[src/rtl/piso_serializer.sv]
// Parallel-in/serial-out shifter feeding the 1011 detector.
// One holding register lets consecutive words stream with no idle gap.
module piso_serializer #(
  parameter  int   WIDTH    = 8,
  parameter  logic IDLE_BIT = 1'b0,
  localparam int   CW       = $clog2(WIDTH)
) (
  input  logic             ck,
  input  logic             rs,
  input  logic [WIDTH-1:0] din,
  input  logic             din_valid,
  output logic             din_ready,
  output logic             sout,
  output logic             sout_valid,
  output logic             busy,
  output logic [CW-1:0]    bit_cnt
);

  typedef enum logic {
    S_IDLE,
    S_SHIFT
  } state_t;

  localparam logic [CW-1:0] LAST = CW'(WIDTH - 1);

  state_t           r_state;
  logic [WIDTH-1:0] r_sreg;
  logic [WIDTH-1:0] r_hold;
  logic             r_hold_full;
  logic [CW-1:0]    r_cnt;

  state_t           w_state;
  logic [WIDTH-1:0] w_sreg;
  logic [WIDTH-1:0] w_hold;
  logic             w_hold_full;
  logic [CW-1:0]    w_cnt;
  logic             w_xfer;

  // ready comes from registers only; no path from din_valid
  assign din_ready  = !r_hold_full;
  assign w_xfer     = din_valid && din_ready;
  assign sout_valid = (r_state == S_SHIFT);
  assign sout       = sout_valid ? r_sreg[WIDTH-1] : IDLE_BIT;
  assign busy       = sout_valid || r_hold_full;
  assign bit_cnt    = r_cnt;

  always_ff @(posedge ck or posedge rs) begin
    if (rs) begin
      r_state     <= S_IDLE;
      r_sreg      <= '0;
      r_hold      <= '0;
      r_hold_full <= 1'b0;
      r_cnt       <= '0;
    end else begin
      r_state     <= w_state;
      r_sreg      <= w_sreg;
      r_hold      <= w_hold;
      r_hold_full <= w_hold_full;
      r_cnt       <= w_cnt;
    end
  end

  always_comb begin
    w_state     = r_state;
    w_sreg      = r_sreg;
    w_hold      = r_hold;
    w_hold_full = r_hold_full;
    w_cnt       = r_cnt;
    unique case (r_state)
      S_IDLE: begin
        if (w_xfer) begin
          w_sreg  = din;
          w_cnt   = LAST;
          w_state = S_SHIFT;
        end
      end
      S_SHIFT: begin
        if (r_cnt != '0) begin
          w_sreg = {r_sreg[WIDTH-2:0], 1'b0};
          w_cnt  = r_cnt - 1'b1;
          if (w_xfer) begin
            w_hold      = din;
            w_hold_full = 1'b1;
          end
        end else if (r_hold_full) begin
          w_sreg      = r_hold;
          w_hold_full = 1'b0;
          w_cnt       = LAST;
        end else if (w_xfer) begin
          // last bit going out: new word bypasses hold
          w_sreg = din;
          w_cnt  = LAST;
        end else begin
          w_sreg  = '0;
          w_state = S_IDLE;
        end
      end
      default: begin
        w_state = S_IDLE;
      end
    endcase
  end

endmodule

[config.mk]
export PLATFORM = sky130hd
export DESIGN_NAME = piso_serializer
export DESIGN_NICKNAME = d
export VERILOG_FILES = /design/src/rtl/piso_serializer.sv
export SDC_FILE = /design/constraint.sdc
export NUM_CORES = 1
export LEC_CHECK = 0
export ABC_AREA = 0
export BUFFER_PORTS_ARGS = -buffer_cell sky130_fd_sc_hd__clkbuf_2
export CORE_UTILIZATION = 49
export DETAILED_ROUTE_END_ITERATION = 8
export PLACE_DENSITY_LB_ADDON = 0.25
export SLEW_MARGIN = 20
export SYNTH_ARGS = -nofsm -noshare
export SYNTH_HDL_FRONTEND = slang
export SYNTH_SLANG_ARGS = --single-unit
[constraint.sdc]
create_clock -name ck -period 1.5 [get_ports ck]
set_input_delay 0.15 -clock ck [delete_from_list [all_inputs] [get_ports ck]]
set_output_delay 0.15 -clock ck [all_outputs]
set_load 0.01 [all_outputs]
### After elaboration in Yosys (flattened, before gate mapping)

Cells that the tools add are included.

* logic and storage cells: 31
* bits of input ports: 11
* register bits: 21
* output and inout port bits: 7

* bitwise gates (word level): 1
* add/sub/neg operators: 1
* reduce and logical (&&, ||, !) cells: 6
* mux-type cells: 16
* equality and inequality tests: 2

Operators with widths (number)
* 8-bit two-way mux: 4
* 8-bit one-hot mux with 2 select lines: 1
* 3-bit two-way mux: 3
* 1-bit two-way mux: 6
* 3-bit one-hot mux with 2 select lines: 1
* 2-bit inequality test (second input constant): 2
* 3-bit AND reduction: 1
* 3-bit nonzero test: 1
* 3-bit by 1-bit subtractor with 3-bit output (second input constant): 1
* 1-bit one-hot mux with 2 select lines: 1
* 2-bit AND reduction: 1
* 1-bit logical AND: 1
* 1-bit zero test: 1
* 1-bit logical OR: 1
* 1-bit NOT: 1

### Longest topological paths before layout

* depth after elaboration: 6
* gate-level depth with buffers: 5
* mapped depth without buffers: 5

### Worst setup path after synthesis

Ideal clock, no wire load.

* kind: reg2reg
* from: register r_cnt[0] (netlist: bit_cnt[0])
* to: register r_hold[0]
* clock period less this slack: 1667 ps
* cell stages (with the launch flop): 6
* path slack: -167 ps
* arrival time: 1542 ps
* data required time: 1375 ps
* cell sequence: dfrtp_1 inv_1 ha_1 nor2b_2 nor3_4 mux2_2

* word-level cells in the longest chain between the ends: 2

RTL lines
* start, declared: RTL line 30 `logic [CW-1:0] r_cnt;`
* start signal, assigned: RTL line 59 `r_cnt <= w_cnt;`
* 3-bit nonzero test: RTL line 78 `if (r_cnt != '0) begin`
* 3-bit AND reduction (no line)
* end signal, assigned: RTL line 57 `r_hold <= w_hold;`
* end, declared: RTL line 28 `logic [WIDTH-1:0] r_hold;`

Every way passes these cells.
A chain may end at the register's enable or synchronous reset.

### Worst setup path in the final report

* from: register r_cnt[0] (netlist: bit_cnt[0])
* to: register r_hold[6]

The elaborated chain is that of the path after synthesis.

==> qor.csv <==
stage,metric,value,unit
timing,number of setup violations in the final report,0,
route,met1 WL,1.130,mm
floorplan,die height,49.24,um
setup_path,FF-to-FF Start,bit_cnt[0],
setup_path,crit start category,flip-flop,
synthesis,Mapped Nets,110,
setup_path,Worst path slowest cell,dfrtp_1,
setup_path,Critical Path AT,1.70,ns
route,DR WL met2,1.158,mm
synthesis,Adder-Cell Fraction of Synth Area,2.288,%
final_layout,layout cell share with drive strength beyond 1,44.27,%
outcome,run status,finished clean,
final_layout,"commonest cells after routing, fill and taps aside","dfrtp_1, clkbuf_2, buf_4",
timing,final period utilization,99.73,%
clocking,clock buffer depth,2,
route,post-route ant nets,0,
global_route,GRT overflow,0,
route,post-DR wirelength/cell,15.00,um
clocking,CTS tree,yes,
synthesis,compound-gate portion of the synthesized area,15.45,%
setup_path,critical path endpoint category,flip-flop,
power,Power Dens Cells,1732,nW/um2
power,design internal power,1608,uW
timing,Period minus WS final,1.496,ns
timing,Slew @ Worst Pin,0.4137,ns
floorplan,Initial Util,54.08,%
synthesis,Mapped Area,1094,um2
route,via count,873,
synthesis,Post-Synth Simple-Gate Area,16.36,%
synthesis,sequential area share after synthesis,48.05,%
setup_path,critical path cell sequence,inv_2 -> ha_4 -> nor2b_4 -> nor3_4 -> buf_12 -> mux2_4,
power,Net Switching,838.9,uW
setup_path,R2R cell count,6,
setup_path,Crit Reg-Reg Endpoint,r_hold[6],
flow_run,max-cap violation count,0,
final_layout,"most common cell after layout, fill and taps aside",dfrtp_1,
global_route,initial antenna violation count,0,
floorplan,IO Count,18,
global_route,gr usage total,21.57,%
place,DP Wirelength,1.555,mm
power,switch share,34.28,%
setup_path,Crit path required time,1.70,ns
setup_path,critical path's top delay family,flip-flops,
power,Sequential Power Share,40.5,%
hold_path,Hold Startpoint,din[1],
timing,setup tns final,0,ns
setup_path,r2r setup slk,0.004,ns
synthesis,Synth Instances,97,
clocking,CTS buffer count,3,
hold_path,hold path cells,2,
clocking,latest clock arrival within the worst-skew pair,0.30,ns
route,met3 WL post-DR,71,um
hold_path,Min-Delay Path Class,primary input to flip-flop,
timing,Slew Limit Fails,0,
synthesis,library cells used by synthesis,28,
clocking,CTS Root Cell,clkbuf_4,
route,DR vias/cell,5.525,
synthesis,XOR/XNOR share of the synthesized area,0,%
synthesis,yosys warns,0,
route,Pre-Repair DR Iteration Count,4,
clocking,H-tree Lvls,1,
floorplan,core area,2022,um2
setup_path,Setup Crit Path Kind,flip-flop to flip-flop,
power,part of the power in combinational logic,48.4,%
power,Lkg Pwr,0.0007102,uW
timing,PnR worst setup slack,0.004004,ns
clocking,Clock Sink Count,21,
floorplan,die area,2425,um2
synthesis,#FFs+latches synth,21,
synthesis,Avg Inst Size Synth,11.27,um2
final_layout,antenna cells,0,
final_layout,fin nets,145,
route,DR top layer,met4,
clocking,"Reg clk slew, reported paths",0.11,ns
setup_path,Buf/Inv on CP,2,
timing,Slew HR,72.32,%
place,pre-CTS WS,0.01071,ns
power,worst vdd ir,1.000,mV
timing,Worst Clk Skew,0.003046,ns
route,Residual DRC,0,
setup_path,CP max FO,8,
place,Buffers on Ports,17,
global_route,first-pass GRT wire length,3.829,mm
timing,Peak Freq,0.6685,GHz
synthesis,mux cell area share after synthesis,11.10,%
hold_path,WHS Endpoint,r_hold[1],
power,Clock power frac,11.1,%
global_route,largest net degree at the start of global routing,22,
synthesis,largest family of logic cells by synthesized area,simple AND/OR/NAND/NOR gates,
final_layout,fin util,69.86,%
timing,RSZ-0062 raised after global routing,true,
final_layout,Synth-to-Final Area Change,29.18,%
floorplan,Die W,49.24,um
route,WL final,2.370,mm
route,Starting DRT DRC Count,23,
setup_path,max incr delay on CP,0.40,ns
place,Placer Congestion,0.7703,
floorplan,Rows,16,
timing,Final Hold Fails,0,
global_route,number of global-route vias before repair,830,
synthesized netlist by cell type, drive strengths merged:
cell | number | area (um2)
nand2b | 2 | 12.51
ha | 2 | 25.02
dfrtp | 21 | 525.5
buf | 5 | 37.53
o21ai | 4 | 20.02
mux2 | 9 | 101.4
or2 | 1 | 6.260
a22oi | 3 | 22.52
a31oi | 1 | 6.260
a21o | 1 | 7.510
and3 | 8 | 50.05
nand2 | 9 | 36.29
clkbuf | 2 | 17.51
mux2i | 2 | 20.02
a221o | 7 | 70.07
o22ai | 2 | 12.51
and2 | 1 | 6.260
inv | 5 | 18.77
nor2 | 1 | 3.750
nor3 | 2 | 21.27
a32o | 3 | 30.03
nor2b | 2 | 22.52
nand3 | 4 | 20.02
what timing repair did:
action,CTS,global route
gates resized for setup,2,3
buffers inserted,0,9
setup endpoints to repair,9,18
endpoints found under the hold margin,21,0
hold buffers,1,0
pin swaps,1,0
metrics by stage:
stage	instances	hold WS (ns)	instance area [um2]	total power, uW
floorplan	97	0.1265	1141	1766
global placement	144	0.1713	1292	2033
detailed placement	144	0.1834	1292	2049
CTS	149	0.07943	1334	2330
global route	158	0.07839	1413	2633
finish	158	0.08587	1413	2447
sequential cells by signal (all words and copies together) (netlist names):
register	cells
r_sreg	8
r_hold_full	1
bit_cnt	3
sout_valid	1
r_hold	8
power by group through the flow:
stage	clock network (uW)	logic, uW	registers [uW]
after floorplan	0	844	923
after global placement	0	1050	986
after detailed placement	0	1070	984
after CTS	274	1070	983
after global routing	308	1300	1020
final	273	1180	990
worst max path at each step:
stage | startpoint | to | slack, ns | depth (start not counted)
final | bit_cnt[0] | r_hold[6] | 0.004 | 6
after global routing | bit_cnt[0] | r_hold[2] | -0.03 | 6
after CTS | sout_valid | busy | 0.02 | 3
after detailed placement | bit_cnt[0] | r_hold[6] | 0.01 | 6
after global placement | bit_cnt[1] | r_hold[1] | 0.01 | 6
after floorplan | bit_cnt[0] | r_hold[0] | -0.14 | 5
kinds of logic (layout without fill, tap and decap cells):
logic type	Yosys count	count (layout)
AO/OA/AOI/OAI	21	21
adder cells (fa/ha/maj)	2	2
AND/OR/NAND/NOR	30	30
buffers and inverters	12	46
multiplexers	11	11
flip-flops	21	21
cell type report:
cell class | count | area, um2
multi-input combinational | 64 | 549.3
inverter | 5 | 18.77
timing repair buffer | 37 | 257.7
tap | 27 | 33.78
fill | 142 | 609.3
clock buffer | 4 | 26.28
sequential | 21 | 526.8
metal layers:
| metal | up-vias | GRT usage, % |
|---|---|---|
| met2 | 22 | 33.11 |
| met3 | 2 | 3.738 |
| met4 | 0 | 10.29 |
| met1 | 427 | 29.28 |
| met5 | - | 0 |
| li1 | 422 | - |
No activity file was read; power rests on OpenSTA's default activity.
